File: config.mk
export PLATFORM = sky130hd
export DESIGN_NAME = mem_access_ctrl
export DESIGN_NICKNAME = d
export VERILOG_FILES = /design/src/rtl/mem_access_ctrl.sv
export SDC_FILE = /design/constraint.sdc
export NUM_CORES = 1
export LEC_CHECK = 0
export CAP_MARGIN = 0
export CORE_AREA = 3 3 106 108
export DETAILED_ROUTE_END_ITERATION = 16
export DIE_AREA = 0 0 109 111
export PLACE_DENSITY = 0.95
export SLEW_MARGIN = 20
export SYNTH_ARGS = -nofsm -noshare
export SYNTH_HDL_FRONTEND = slang
export SYNTH_SLANG_ARGS = --single-unit
File: constraint.sdc
create_clock -name clk -period 2.9 [get_ports clk]
set_input_delay 0.58 -clock clk [delete_from_list [all_inputs] [get_ports clk]]
set_output_delay 0.58 -clock clk [all_outputs]
set_load 0.02 [all_outputs]
File: src/rtl/mem_access_ctrl.sv
// Data-memory access sequencer for the M stage: IDLE -> WAIT -> DONE handshake with pipeline stall.
// Optional wait-state abort is compiled in when MEM_TIMEOUT_EN is defined.
module mem_access_ctrl #(
  parameter int ADDR_W      = 32,
  parameter int DATA_W      = 32,
  parameter int TIMEOUT_CYC = 16
) (
  input  logic                clk,
  input  logic                rst,
  input  logic                memreqM,
  input  logic                we_memM,
  input  logic [DATA_W/8-1:0] be_memM,
  input  logic [ADDR_W-1:0]   addrM,
  input  logic [DATA_W-1:0]   srcbM,
  input  logic                flashM,
  output logic                dmem_req,
  output logic                dmem_we,
  output logic [DATA_W/8-1:0] dmem_be,
  output logic [ADDR_W-1:0]   dmem_addr,
  output logic [DATA_W-1:0]   dmem_wdata,
  input  logic                dmem_ack,
  input  logic [DATA_W-1:0]   dmem_rdata,
  output logic                stall,
  output logic [DATA_W-1:0]   rdataW,
  output logic                rdata_vld,
  output logic                err
);

  typedef enum logic [1:0] {
    IDLE = 2'd0,
    WAIT = 2'd1,
    DONE = 2'd2
  } stateType;

  stateType state;
  logic     flushed;

`ifdef MEM_TIMEOUT_EN
  localparam int CntW = (TIMEOUT_CYC > 1) ? $clog2(TIMEOUT_CYC) : 1;
  localparam logic [CntW-1:0] CntLast = CntW'(TIMEOUT_CYC - 1);
  logic [CntW-1:0] cnt;
`endif

  // Hold the pipeline while a request is being accepted or is in flight; DONE releases it.
  assign stall = ((state == IDLE) && memreqM && !flashM) || (state == WAIT);

  always_ff @(posedge clk) begin
    if (rst) begin
      state      <= IDLE;
      flushed    <= 1'b0;
      dmem_req   <= 1'b0;
      dmem_we    <= 1'b0;
      dmem_be    <= '0;
      dmem_addr  <= '0;
      dmem_wdata <= '0;
      rdataW     <= '0;
      rdata_vld  <= 1'b0;
`ifdef MEM_TIMEOUT_EN
      err        <= 1'b0;
      cnt        <= '0;
`endif
    end else begin
      rdata_vld <= 1'b0;
`ifdef MEM_TIMEOUT_EN
      err       <= 1'b0;
`endif
      case (state)
        IDLE: begin
          if (memreqM && !flashM) begin
            state      <= WAIT;
            flushed    <= 1'b0;
            dmem_req   <= 1'b1;
            dmem_we    <= we_memM;
            dmem_be    <= be_memM;
            dmem_addr  <= addrM;
            dmem_wdata <= srcbM;
`ifdef MEM_TIMEOUT_EN
            cnt        <= '0;
`endif
          end
        end
        WAIT: begin
          // A flush cannot cancel a bus cycle already issued; it only suppresses the result.
          if (flashM) begin
            flushed <= 1'b1;
          end
          if (dmem_ack) begin
            state     <= DONE;
            dmem_req  <= 1'b0;
            if (!dmem_we) begin
              rdataW <= dmem_rdata;
            end
            rdata_vld <= !dmem_we && !flushed && !flashM;
          end
`ifdef MEM_TIMEOUT_EN
          else if (cnt == CntLast) begin
            state    <= DONE;
            dmem_req <= 1'b0;
            err      <= 1'b1;
          end else begin
            cnt <= cnt + CntW'(1);
          end
`endif
        end
        DONE: begin
          state <= IDLE;
        end
        default: begin
          state    <= IDLE;
          dmem_req <= 1'b0;
        end
      endcase
    end
  end

`ifndef MEM_TIMEOUT_EN
  assign err = 1'b0;
`endif

endmodule

; Word level (Yosys, flattened, before mapping)
; Index checks and enable logic that the tools add are counted.
[totals]
ff_bits = 106
inputBits = 106
output_inout_bits = 105
word_cells = 44
[op_classes]
eq_ne = 5
mux = 9
bitwise = 4
n_reduce_logical = 17
[ops]
columns = cell, count
row1 = AND reduction 3 bit, 3
row2 = logical AND 1 bit, 5
row3 = 2-to-1 mux 1 bit, 4
row4 = 2-to-1 mux 2 bit, 2
row5 = "!= test 2 bit, second input constant", 2
row6 = NOT 1 bit, 4
row7 = one-hot mux 2 bit (2 select lines), 1
row8 = AND reduction 2 bit, 2
row9 = zero test 1 bit, 3
row10 = one-hot mux 1 bit (3 select lines), 1
row11 = OR reduction 3 bit, 1
row12 = "== test 2 x 1 -> 1 bit, second input constant", 1
row13 = "== test 2 bit, second input constant", 1
row14 = zero test 2 bit, 1
row15 = "!= test 2 x 1 -> 1 bit, second input constant", 1
row16 = one-hot mux 1 bit (2 select lines), 1
row17 = nonzero test 2 bit, 1
row18 = logical OR 1 bit, 1

; Longest topological paths before layout
[depth]
word_depth = 4
ltp_mapped = 5
depth_no_buf = 2

; Worst setup path before layout
; OpenSTA, ideal clock, no wires.
[synth_path]
kind = input port to output port
start = input flashM
end = output stall
arrival_time_ns = 1.334
t_required_ns = 2.320
slack_ns = 0.986
stages = 2
path_buffers = 0
path_cell_list = or4b_1 > o21ai_0
[synth_via]
elab_chain_len = 3
[synth_lines]
columns = item, line
row1 = "start, declared", 15  ; input logic flashM,
row2 = zero test 1 bit, 45  ; assign stall = ((state == IDLE) && memreqM && !flashM) || (state == WAIT);
row3 = logical AND 1 bit, 45
row4 = logical OR 1 bit, 45
row5 = "end, declared", 23  ; output logic stall,
; No other way between the ends.

; Worst setup path in the final report
[layout_path]
start = input memreqM
end = output stall
[layout_via]
elab_chain_len = 3
[layout_lines]
columns = item, line
row1 = "start, declared", 10  ; input logic memreqM,
row2 = logical AND 1 bit (2 in a row), 45
row3 = logical OR 1 bit, 45
; No other way between the ends.

==> impl_metrics.yaml <==
outcome:
  status: "completed"
yosys:
  synth-compound-area-share: 0.00811
  async_flop_share: 0
  synth_nets: 568
  syn_inst: 462
  yosys.area_share.adder: 0
  synth-xor-area-share: 0
  ys_seq_area_frac: 0.444
  synthMuxAreaShare: 0.211
  synth-edff-count: 0
  yosys_warnings: 0
  synth_cell_types: 22
  synth_top_family_by_area: "simple AND/OR/NAND/NOR gates"
  synth_flop_cell: "dfxtp_1"
  synth_seq_cells: 106
  netlist_area_mm2: 0.00478
  synth-simple-area-share: 0.281
  syn_area_per_cell_um2: 10.4
grt:
  grt_pass1_vias: 3976
  grt_overflow_total: 0
  grt_pass1_wl_mm: 19.1
  antenna_found_initial: 0
  grt_usage: 0.193
  grt_max_degree: 92
cts:
  cts_tree: "done"
  cts_buffers: 9
  ctsResizeCount: 1
  clock_latency_ps: 350
  clkSlewWorstSetupHoldPaths_ps: 90
  post_cts_buffers: 0
  cts.sinks: 106
  hold_buffers: 0
  cts-root-buf: "clkbuf_8"
  htreeDepth: 3
  clk_path_buf_depth: 2
finish:
  area_growth_pct: 48.1
  regArea_mm2: 0.00212
  fillers: 755
  nets: 761
  multiInputGateArea_mm2: 0.00241
  n_antenna_cell: 0
  final_core_util: 0.686
  drive_above_1_share: 0.0409
routing:
  first_pass_iters: 4
  wl_per_cell_um: 15.0
  routed_via_density: 4.68
  vias: 3725
  drc: 0
  drt-total-wl_mm: 11.9
  drtIter0Drc: 146
  ant_nets: 0
placed_design:
  place.gp.congestion: 0.698
  dp_hpwl_mm: 9.01
  numPortBuffers: 209
timing:
  worstMarginPinSlew_ps: 622
  min_period_ps: 2620
  period_share: 0.903
  slew_viol_final: 0
  slew_headroom: 0.585
  finalSetupViolations: 0
  finalHoldViolCount: 0
  skew_ps: 15.9
  fmax_mhz: 382
  grt_setup_unrepaired: "no"
  setup_tns_ps: 0
floorplan:
  die_x_um: 109
  die_h_um: 111
  start_util: 0.463
  rows: 37
  fp.coreArea_mm2: 0.0103
  dieArea_mm2: 0.0121
  io_pins: 211
critical_path:
  rr_worst_depth: 3
  worstPathRequired_ps: 2320
  path_class: "input port to output port"
  regToRegSetupSlack_ps: 1250
  startpoint_type: "input port"
  crit_path_max_fanout: 2
  critPathArrivalTime_ps: 2040
  rr_startpoint: "state[0]"
  end_kind: "output port"
  r2r_end: "rdataW[29]"
power:
  power.density_mw_per_mm2: 440
  vdd_drop_max_v: 0.000284
  p_leak_nw: 2.52
worst_hold_path:
  whs_path_depth: 2
  hold_start: "rdataW[4]"
  hold_class: "flip-flop to flip-flop"
  min_to: "rdataW[4]"
run:
  cap_viol_max_count: 0
## critical path, cell delays in order
cell,delay [ps]
clkdlybuf4s50_1,480
or4b_1,480
o21ai_0,110
dlygate4sd2_1,380
## worst max path at each step
stage	start	end	slack, ps	cells past startpoint
floorplan	flashM	stall	990	2
global placement	memreqM	stall	20	4
detailed placement	memreqM	stall	-6	4
CTS	memreqM	stall	260	4
global route	memreqM	stall	200	4
finish	memreqM	stall	280	4
## synth_stat cells, drive strengths merged (2+ instances only)
| library cell | number | area [um2] |
|---|---|---|
| buf | 16 | 183 |
| clkbuf | 20 | 75.1 |
| dfxtp | 106 | 2120 |
| inv | 2 | 7.51 |
| mux2i | 101 | 1010 |
| nand2b | 203 | 1270 |
| nor4b | 3 | 32.5 |
| o21ai | 2 | 10.0 |
## per-layer routing
metal	share of wire	track usage
met5	0	0
met4	0.013	0.0480
met3	0.064	0.0565
met2	0.54	0.353
met1	0.38	0.214
## layout by cell type, fill, tap and decap left out, drive strengths merged
cell type / instances
clkinvlp: 1
conb: 1
clkbuf: 12
clkinv: 1
mux2i: 101
nor4b: 3
inv: 2
clkdlybuf4s50: 207
nor2: 1
nor2b: 1
dfxtp: 106
nand2b: 203
bufinv: 2
or3b: 1
buf: 10
a2111oi: 1
o21ai: 2
a21oi: 1
dlygate4sd2: 1
and4bb: 1
o2bb2ai: 1
or4b: 1
## layout make-up
| cell class | instances | share of cell area |
|---|---|---|
| clock buffers | 12 | 0.0191 |
| multi-input cells | 318 | 0.340 |
| well taps | 136 | 0.0240 |
| clock inverters | 4 | 0.0108 |
| inverters | 2 | 0.00106 |
| flip-flops and latches | 106 | 0.299 |
| repair buffers | 218 | 0.306 |
## cell families after synthesis
kind of cell,count (synthesis)
simple gates,211
flops,106
compound gates,5
buf+inv,38
other cells,1
mux,101
## registers in the layout, indices dropped and copies added, names as in the netlist
signal	flops
flushed	1
rdata_vld	1
dmem_addr	32
dmem_req	1
dmem_wdata	32
state	2
dmem_we	1
dmem_be	4
rdataW	32
## where the power goes
part	internal [mW]	switching (mW)	leakage, nW
combinational	0.350	0.246	1.56
sequential	1.52	0.0377	0.863
clock	0.490	0.475	0.101
## through the flow
step,setup WS [ps],power (mW),std cells,area (um2),hold slack [ps]
final,280,3.12,796,7090,476
after global routing,201,3.26,796,7090,504
after CTS,258,3.16,796,7090,480
after detailed placement,-6.12,2.19,780,6880,460
after global placement,23.4,2.17,780,6880,439
after floorplan,986,1.89,462,4780,421
(Power assumes the default switching activity.)
